===== src/rtl/ro_issue_ctrl_pkg.sv =====
// Shared types for the read-operand issue controller slice.
// Latency: n/a (types and helpers only).
// Backpressure: n/a.
//
// Contents: issue_state_t (controller FSM state), mem_type_t (decoded
// memory class of an ID slot), is_mem_op() helper.
package ro_issue_ctrl_pkg;

  typedef enum logic [1:0] {
    IS_NORMAL = 2'd0,
    IS_SPLIT  = 2'd1,
    IS_DRAIN  = 2'd2
  } issue_state_t;

  typedef enum logic [1:0] {
    MEM_NONE  = 2'd0,
    MEM_LOAD  = 2'd1,
    MEM_STORE = 2'd2,
    MEM_AMO   = 2'd3
  } mem_type_t;

  function automatic logic is_mem_op(input mem_type_t t);
    return (t != MEM_NONE);
  endfunction

endpackage


===== src/rtl/ro_pair_check.sv =====
// Decides whether the ID pair must be split across two issue cycles.
// Latency: purely combinational, zero cycles.
// Backpressure: none; the result is consumed by ro_issue_ctrl.
//
// Ports: a_ready_i/b_ready_i slot valid, a_dest_i slot a destination,
// b_src1_i/b_src2_i slot b sources, a_mem_i/b_mem_i memory class,
// a_is_branch_i/b_is_branch_i, b_is_spec_op_i; conflict_o result.
// Build option: DUAL_ISSUE_EN enables pairing; without it every ready pair
// is reported as conflicting so the pair always splits.
import ro_issue_ctrl_pkg::*;

module ro_pair_check (
  input  logic       a_ready_i,
  input  logic       b_ready_i,
  input  logic [4:0] a_dest_i,
  input  logic [4:0] b_src1_i,
  input  logic [4:0] b_src2_i,
  input  mem_type_t  a_mem_i,
  input  mem_type_t  b_mem_i,
  input  logic       a_is_branch_i,
  input  logic       b_is_branch_i,
  input  logic       b_is_spec_op_i,
  output logic       conflict_o
);

  logic both_ready;
  logic raw_hit;
  logic rule_hit;

  assign both_ready = a_ready_i & b_ready_i;

  // Conservative RAW: src2 is compared even when slot b uses an immediate.
  assign raw_hit = (a_dest_i != 5'd0) &&
                   ((a_dest_i == b_src1_i) || (a_dest_i == b_src2_i));

  assign rule_hit = raw_hit
                  | (is_mem_op(a_mem_i) & is_mem_op(b_mem_i))
                  | (a_is_branch_i & b_is_branch_i)
                  | b_is_spec_op_i;

`ifdef DUAL_ISSUE_EN
  assign conflict_o = both_ready & rule_hit;
`else
  // Single-issue build: the rule result is kept only so the datapath
  // stays identical between builds.
  logic unused_rule_hit;
  assign unused_rule_hit = rule_hit;
  assign conflict_o      = both_ready;
`endif

endmodule


===== src/rtl/ro_issue_ctrl.sv =====
// Issue controller for the dual-slot RO stage: co-issue, split, or drain.
// Latency: issue/stall are combinational from state and same-cycle inputs.
// Backpressure: ro_stall blocks all issue and raises id_stall; flush wins.
//
// Ports: clk, reset (async active-low), flush, ro_stall, pipe_empty,
// ID slot a/b fields (ready, dest, b sources, mem type, branch, spec op,
// a branch mistaken); outputs issue_a, issue_b, id_stall, issue_state.
// Build option: DUAL_ISSUE_EN (see ro_pair_check) enables pair co-issue.
import ro_issue_ctrl_pkg::*;

module ro_issue_ctrl #(
  parameter int DRAIN_CYCLES = 3
) (
  input  logic         clk,
  input  logic         reset,
  input  logic         flush,
  input  logic         ro_stall,
  input  logic         pipe_empty,
  input  logic         id_a_ready,
  input  logic         id_b_ready,
  input  logic [4:0]   id_a_dest,
  input  logic [4:0]   id_b_dest,
  input  logic [4:0]   id_b_rf_src1,
  input  logic [4:0]   id_b_rf_src2,
  input  mem_type_t    id_a_mem_type,
  input  mem_type_t    id_b_mem_type,
  input  logic         id_a_is_branch,
  input  logic         id_b_is_branch,
  input  logic         id_a_is_spec_op,
  input  logic         id_b_is_spec_op,
  input  logic         id_a_branch_mistaken,
  output logic         issue_a,
  output logic         issue_b,
  output logic         id_stall,
  output issue_state_t issue_state
);

  localparam int              CNT_W   = $clog2(DRAIN_CYCLES + 1);
  localparam logic [CNT_W-1:0] CNT_MAX = CNT_W'(DRAIN_CYCLES);

  issue_state_t     state_q, state_d;
  logic [CNT_W-1:0] drain_cnt_q, drain_cnt_d;
  logic             b_pending_q, b_pending_d;

  logic conflict;
  logic issue_a_c, issue_b_c, id_stall_c;

  // Slot b destination does not take part in any pairing rule (no WAW check).
  logic [4:0] unused_b_dest;
  assign unused_b_dest = id_b_dest;

  ro_pair_check u_pair_check (
    .a_ready_i      (id_a_ready),
    .b_ready_i      (id_b_ready),
    .a_dest_i       (id_a_dest),
    .b_src1_i       (id_b_rf_src1),
    .b_src2_i       (id_b_rf_src2),
    .a_mem_i        (id_a_mem_type),
    .b_mem_i        (id_b_mem_type),
    .a_is_branch_i  (id_a_is_branch),
    .b_is_branch_i  (id_b_is_branch),
    .b_is_spec_op_i (id_b_is_spec_op),
    .conflict_o     (conflict)
  );

  always_comb begin
    state_d     = state_q;
    drain_cnt_d = drain_cnt_q;
    b_pending_d = b_pending_q;
    issue_a_c   = 1'b0;
    issue_b_c   = 1'b0;
    id_stall_c  = 1'b0;

    // The drain counter runs every DRAIN cycle, ro_stall or not.
    if ((state_q == IS_DRAIN) && (drain_cnt_q < CNT_MAX)) begin
      drain_cnt_d = drain_cnt_q + CNT_W'(1);
    end

    if (flush) begin
      state_d     = IS_NORMAL;
      drain_cnt_d = '0;
      b_pending_d = 1'b0;
    end else if (ro_stall) begin
      id_stall_c = 1'b1;
    end else begin
      unique case (state_q)
        IS_NORMAL: begin
          if (!id_a_ready && !id_b_ready) begin
            // nothing to issue
          end else if (!id_a_ready) begin
            issue_b_c = 1'b1;
          end else if (id_a_is_spec_op) begin
            // Serialise: slot b (if still on the right path) waits out
            // the drain in ID and issues through SPLIT afterwards.
            issue_a_c   = 1'b1;
            b_pending_d = id_b_ready & ~id_a_branch_mistaken;
            id_stall_c  = b_pending_d;
            state_d     = IS_DRAIN;
            drain_cnt_d = '0;
          end else if (id_a_branch_mistaken) begin
            // Slot b is wrong-path: dropped, ID may advance.
            issue_a_c = 1'b1;
          end else if (!id_b_ready) begin
            issue_a_c = 1'b1;
          end else if (conflict) begin
            issue_a_c  = 1'b1;
            id_stall_c = 1'b1;
            state_d    = IS_SPLIT;
          end else begin
            issue_a_c = 1'b1;
            issue_b_c = 1'b1;
          end
        end

        IS_SPLIT: begin
          issue_b_c = 1'b1;
          if (id_b_is_spec_op) begin
            state_d     = IS_DRAIN;
            drain_cnt_d = '0;
            b_pending_d = 1'b0;
          end else begin
            state_d = IS_NORMAL;
          end
        end

        IS_DRAIN: begin
          id_stall_c = 1'b1;
          if ((drain_cnt_q >= CNT_MAX) && pipe_empty) begin
            state_d     = b_pending_q ? IS_SPLIT : IS_NORMAL;
            b_pending_d = 1'b0;
          end
        end

        default: begin
          state_d = IS_NORMAL;
        end
      endcase
    end
  end

  always_ff @(posedge clk or negedge reset) begin
    if (!reset) begin
      state_q     <= IS_NORMAL;
      drain_cnt_q <= '0;
      b_pending_q <= 1'b0;
    end else begin
      state_q     <= state_d;
      drain_cnt_q <= drain_cnt_d;
      b_pending_q <= b_pending_d;
    end
  end

  // Outputs are combinational, so reset must mask them directly to be
  // quiet for the whole time reset is held, not just after the next edge.
  assign issue_a     = reset & issue_a_c;
  assign issue_b     = reset & issue_b_c;
  assign id_stall    = reset & id_stall_c;
  assign issue_state = state_q;

endmodule

===== config.mk =====
export PLATFORM = sky130hd
export DESIGN_NAME = ro_issue_ctrl
export DESIGN_NICKNAME = d
export VERILOG_FILES = /design/src/rtl/ro_issue_ctrl_pkg.sv /design/src/rtl/ro_pair_check.sv /design/src/rtl/ro_issue_ctrl.sv
export SDC_FILE = /design/constraint.sdc
export NUM_CORES = 1
export LEC_CHECK = 0
export CORE_MARGIN = 1
export CORE_UTILIZATION = 32
export DETAILED_ROUTE_END_ITERATION = 12
export PLACE_DENSITY = 0.83
export REMOVE_ABC_BUFFERS = 1
export SYNTH_ARGS = -nofsm -noshare
export SYNTH_HDL_FRONTEND = slang
export SYNTH_HIERARCHICAL = 1
export SYNTH_SLANG_ARGS = --single-unit

===== constraint.sdc =====
create_clock -name clk -period 3.9 [get_ports clk]
set_input_delay 0.78 -clock clk [delete_from_list [all_inputs] [get_ports clk]]
set_output_delay 0.78 -clock clk [all_outputs]
set_load 0.02 [all_outputs]

==> results of run 1 <==
Yosys cell counts (2+ instances only):
master,count,area share
a22oi_1,2,0.033
dfrtp_1,5,0.28
ha_1,5,0.14
inv_1,4,0.033
mux2i_1,4,0.088
nand2_1,5,0.041
nor2_1,10,0.083
nor2b_1,3,0.041
or3_1,2,0.028
layer usage:
layer,track usage,vias up
met5,0,-
met4,0.103,0
met3,0.0398,0
met2,0.250,10
met1,0.187,207
li1,-,231
where the power goes:
group	switching (mW)	total, mW	internal [mW]	leakage (nW)
clock network	0.0182	0.0567	0.0385	0.0150
logic	0.0279	0.0570	0.0291	0.198
registers	0.00284	0.0576	0.0548	0.0690
total	0.0489	0.171	0.122	0.282
worst max-delay path, delay by kind of cell:
kind          cells  cell delay [ns]
simple gates      3             0.44
buf+inv           2             1.20
flip-flops by register name, summed over array words and instances, names as in the netlist:
| signal | flops |
|---|---|
| drain_cnt_q | 2 |
| issue_state | 2 |
| b_pending_q | 1 |
logic make-up after synthesis:
kind of cell	after synthesis
simple gates	24
flops	5
compound gates	11
mux	4
fa+ha+maj	5
buf+inv	5
xor+xnor	1
layout make-up:
| type | count | share of cell area |
|---|---|---|
| clock buffers | 4 | 0.0412 |
| inverters | 5 | 0.0294 |
| multi-input cells | 45 | 0.484 |
| flip-flops and latches | 5 | 0.196 |
| well taps | 15 | 0.0294 |
| repair buffers | 14 | 0.220 |
per-stage QoR:
step | power, mW | worst slack, ns
4_1_cts | 0.175 | 0.674
3_5_place_dp | 0.115 | 0.670
6_report | 0.171 | 0.690
2_1_floorplan | 0.0914 | 1.63
3_3_place_gp | 0.113 | 0.692
5_1_grt | 0.182 | 0.545
final timing paths:
kind / startpoint / end / slack, ns / depth (start not counted)
min in group asynchronous: reset / issue_state[1] / 0.77 / 1
setup reg to reg: issue_state[0] / issue_state[1] / 1.99 / 6
hold reg to reg: drain_cnt_q[1] / drain_cnt_q[1] / 0.53 / 2
hold / removal: drain_cnt_q[1] / drain_cnt_q[1] / 0.53 / 2
setup / recovery: reset / issue_b / 0.69 / 5
max in group asynchronous: reset / drain_cnt_q[0] / 2.93 / 1
==> out/qor.yml, run 1 <==
ir_drop_uv: 158
slew_headroom: 0.684
synthFlopType: "dfrtp_1"
yosys.cell_types.count: 24
maxCapViolCount: 0
final_area_um2: 638
num_rows: 13
avgViaCountPerCell: 5.09
layout_min_cycle_time_ns: 3.21
stdcell_count: 88
grtUsageTotal: 0.159
clockBufferDepth: 2
routedLengthMet1_um: 442
cts_sinks: 5
tightest_slew_ns: 0.473
die_height_um: 39.6
core_area_um2: 1300
fillers: 143
die_w_um: 39.6
worst-setup-path-type: "input port to output port"
wl_met2_um: 458
dieArea_um2: 1570
layout-drive-gt1-share: 0.0548
yosys-mux-area-fraction: 0.0884
placed_cells: 84
yosys_warnings: 6
setup_viol_count_final: 0
setup_tns_ns: 0
crit_chain: "clkdlybuf4s50_1 > nand2_1 > or2_1 > nor2_1 > clkdlybuf4s50_1"
nets: 115
gp_congestion: 0.782
cts_root_buf: "clkbuf_4"
grt_max_degree: 8
critPathSlowestCell: "clkdlybuf4s50_1"
postRouteWirelength_um: 950
synth_xor_area_frac: 0.0193
cts_made_buffers: 3
num_vias: 448
wl_per_cell_um: 10.8
maxSlewViolCount: 0
synth_edf_count: 0
leakage_nw: 0.282
final_common_cell: "clkdlybuf4s50_1"
ys_async_sr_fraction: 1.00
grt_first_pass_wirelength_um: 1620
clkSlewWorstSetupHoldPaths_ns: 0.04
wl_met3_um: 49
holdBufCountCts: 0
powerDensity_nw_per_um2: 268
crit_fanout: 6
hpwl_um: 776
synthesis.area_um2: 453
cts_setup_buffers: 0
required_ns: 3.12
top_layer_used: "met3"
rsz0062_at_grt: "no"
antenna_left: 0
whs_ns: 0.534
synth.avg_cell_area_um2: 8.24
clock-skew-final_ns: 0.00143
antenna_found_initial: 0
yosysSeqAreaShare: 0.276
synth_compound_area_frac: 0.191
cp.arrival_ns: 2.43
cts_tree: "built"
drc: 0
dr.pass1.iters: 4
fmax_ghz: 0.311
multi_input_area_um2: 309
final-seq-area_um2: 125
place_area_um2: 612
ys_ff_latch: 5
cpMostUsedCell: "clkdlybuf4s50_1"
synthToLayoutAreaGrowth_pct: 40.9
final_hold_viol_count: 0
cts_resized: 0
outcome: "complete, no violations"
initial_core_util: 0.348
worstSkewPairLatency_ns: 0.23
overflow: 0
synth_adder_area_share: 0.138
final_cell_mix: "clkdlybuf4s50_1 (14), nor2_1 (10), nand2_1 (5), ha_1 (5), dfrtp_1 (5)"
synth_simple_gate_area_share: 0.246
grt_pass1_vias: 426
hold_class: "register to register"
synth_top_family_by_area: "simple AND/OR/NAND/NOR gates"
port_buffers: 14
fin_util: 0.490
n_antenna_cell: 0
finalCritPeriodShare: 0.823
htree_num_levels: 1
io_pins: 41
syn_inst: 55
drt_iter0_markers: 8
critPathLaunchType: "input port"
cpPeakStageDelay_ns: 0.60
crit_path_end_kind: "output port"
Note: power is estimated with default switching activity, not from simulation.
==> inputs of run 2 (changes only) <==
--- a/config.mk
+++ b/config.mk
@@ -6,9 +6,9 @@
 export NUM_CORES = 1
 export LEC_CHECK = 0
 export CORE_MARGIN = 1
-export CORE_UTILIZATION = 32
+export CORE_UTILIZATION = 27
 export DETAILED_ROUTE_END_ITERATION = 12
-export PLACE_DENSITY = 0.83
+export PLACE_DENSITY = 0.75
 export REMOVE_ABC_BUFFERS = 1
 export SYNTH_ARGS = -nofsm -noshare
 export SYNTH_HDL_FRONTEND = slang
==> constraint.sdc (replaced) <==
create_clock -name clk -period 2.6 [get_ports clk]
set_input_delay 0.52 -clock clk [delete_from_list [all_inputs] [get_ports clk]]
set_output_delay 0.52 -clock clk [all_outputs]
set_load 0.02 [all_outputs]
==> run 2 against run 1 <==
Critical path depth rose by 1. Register-to-register slack got worse by 1.3 ns. Core utilization fell by 4.0 points. Sequential cell count did not move. Final area rose by 8.8%. Critical path type unchanged. Critical endpoint unchanged.
==> out/qor.yml, run 2 (same netlist as run 1, synthesis figures left out) <==
htree_num_levels: 1
grtUsageTotal: 0.135
setup_tns_ns: 0
p_total_uw: 271
whs_ns: 0.553
slew_headroom: 0.666
rr_worst_depth: 6
layout-drive-gt1-share: 0.150
rsz0062_at_grt: "no"
cts_made_buffers: 3
cts_sinks: 5
cp.arrival_ns: 1.90
antenna_left: 0
dr.pass1.iters: 4
synthToLayoutAreaGrowth_pct: 53.3
antenna_found_initial: 0
worstSkewPairLatency_ns: 0.24
fillers: 162
critPathLaunch: "id_b_ready"
final_hold_viol_count: 0
final_cell_mix: "clkdlybuf4s50_1 (11), nor2_1 (10), buf_4 (7), nand2_1 (5), dfrtp_1 (5)"
core_area_um2: 1540
hpwl_um: 915
cts_resized: 3
hold_class: "register to register"
avgViaCountPerCell: 5.16
required_ns: 2.08
maxCapViolCount: 0
clockBufferDepth: 2
cts_setup_buffers: 0
cts_tree: "built"
r2r_end: "b_pending_q"
final_common_cell: "clkdlybuf4s50_1"
critical-path-top-delay-family: "buffers and inverters"
fmax_ghz: 0.413
overflow: 0
io_pins: 41
clkSlewWorstSetupHoldPaths_ns: 0.04
die_height_um: 43.0
holdBufCountCts: 0
drt_iter0_markers: 8
num_rows: 14
outcome: "complete, no violations"
wl_per_cell_um: 11.2
r2r-start: "issue_state[0]"
maxSlewViolCount: 0
ir_drop_uv: 194
powerDensity_nw_per_um2: 391
initial_core_util: 0.294
leakage_nw: 0.340
clock-skew-final_ns: 0.00169
gp_congestion: 0.765
die_w_um: 43.0
worst-setup-path-type: "input port to output port"
crit_chain: "clkdlybuf4s50_1 > and2_1 > nor2_1 > a221oi_1 > nor2_1 > dlygate4sd2_1"
cts_root_buf: "clkbuf_4"
grt_first_pass_wirelength_um: 1770
critPathLaunchType: "input port"
setup_viol_count_final: 0
grt_pass1_vias: 443
critPathSlowestCell: "clkdlybuf4s50_1"
finalCritPeriodShare: 0.932
nets: 122
tightest_slew_ns: 0.499
cpPeakStageDelay_ns: 0.51
cpMostUsedCell: "nor2_1"
grt_max_degree: 8
n_antenna_cell: 0
reg2reg_slack_ns: 0.70
num_vias: 495
dieArea_um2: 1850
drc: 0
crit_path_end_kind: "output port"
crit_fanout: 3
endpoint: "issue_b"
postRouteWirelength_um: 1070
cp.depth: 6
layout_min_cycle_time_ns: 2.42
path_buf_inv: 2
port_buffers: 14
==> run 2: worst reg2reg max path: cells and delay by family (launching register included) <==
family / cells / cell delay (ns)
compound gates: 2 / 0.71
fa+ha+maj: 1 / 0.27
buf+inv: 1 / 0.09
flops: 1 / 0.41
mux: 1 / 0.24
simple gates: 1 / 0.06
==> run 2: layout make-up <==
| cell class | count | area, um^2 | share of cell area |
|---|---|---|---|
| multi-input cells | 45 | 312 | 0.449 |
| repair buffers | 21 | 193 | 0.277 |
| flip-flops and latches | 5 | 125 | 0.180 |
| clock buffers | 4 | 26.3 | 0.0378 |
| well taps | 16 | 20.0 | 0.0288 |
| inverters | 5 | 18.8 | 0.0270 |
==> run 2: worst min path at each step <==
stage | from | to | slack [ns] | cells after the start
after floorplan | reset | b_pending_q | 0.22 | 0
after global placement | b_pending_q | b_pending_q | 0.50 | 2
after detailed placement | drain_cnt_q[0] | drain_cnt_q[0] | 0.55 | 2
after CTS | reset | issue_state[1] | 0.56 | 2
after global routing | reset | issue_state[1] | 0.58 | 2
final | drain_cnt_q[0] | drain_cnt_q[0] | 0.55 | 2
==> run 2: per-stage QoR <==
step	cells	utilization	worst slack (ns)	cell area, um^2
6_report	96	0.450	0.176	694
5_1_grt	96	0.450	0.0954	694
4_1_cts	96	0.449	0.0839	692
3_5_place_dp	92	0.432	-0.0437	666
3_3_place_gp	92	0.432	-0.0135	666
2_1_floorplan	55	-	0.608	453
==> run 2: metal layers <==
metal  global-route usage  share of wire  vias to the layer above
met5                    0              0                        -
met4               0.0909          0.029                        0
li1                     -              -                      243
met2                0.239           0.48                       26
met3               0.0170          0.084                        3
met1                0.146           0.40                      223
==> run 2: power by group <==
part / leakage, nW / internal [mW] / total [mW] / switching [mW]
clock network: 0.0150 / 0.0580 / 0.0895 / 0.0315
logic: 0.256 / 0.0510 / 0.0952 / 0.0442
registers: 0.0690 / 0.0822 / 0.0864 / 0.00424
total: 0.340 / 0.191 / 0.271 / 0.0800
==> inputs of run 3 (changes only) <==
--- a/config.mk
+++ b/config.mk
@@ -7,6 +7,7 @@
 export LEC_CHECK = 0
 export CORE_MARGIN = 1
 export CORE_UTILIZATION = 27
+export CTS_CLUSTER_SIZE = 8
 export DETAILED_ROUTE_END_ITERATION = 12
 export PLACE_DENSITY = 0.75
 export REMOVE_ABC_BUFFERS = 1
==> results of run 3 <==
Same layout as run 2: the final DEF is identical, and so are final timing and power.
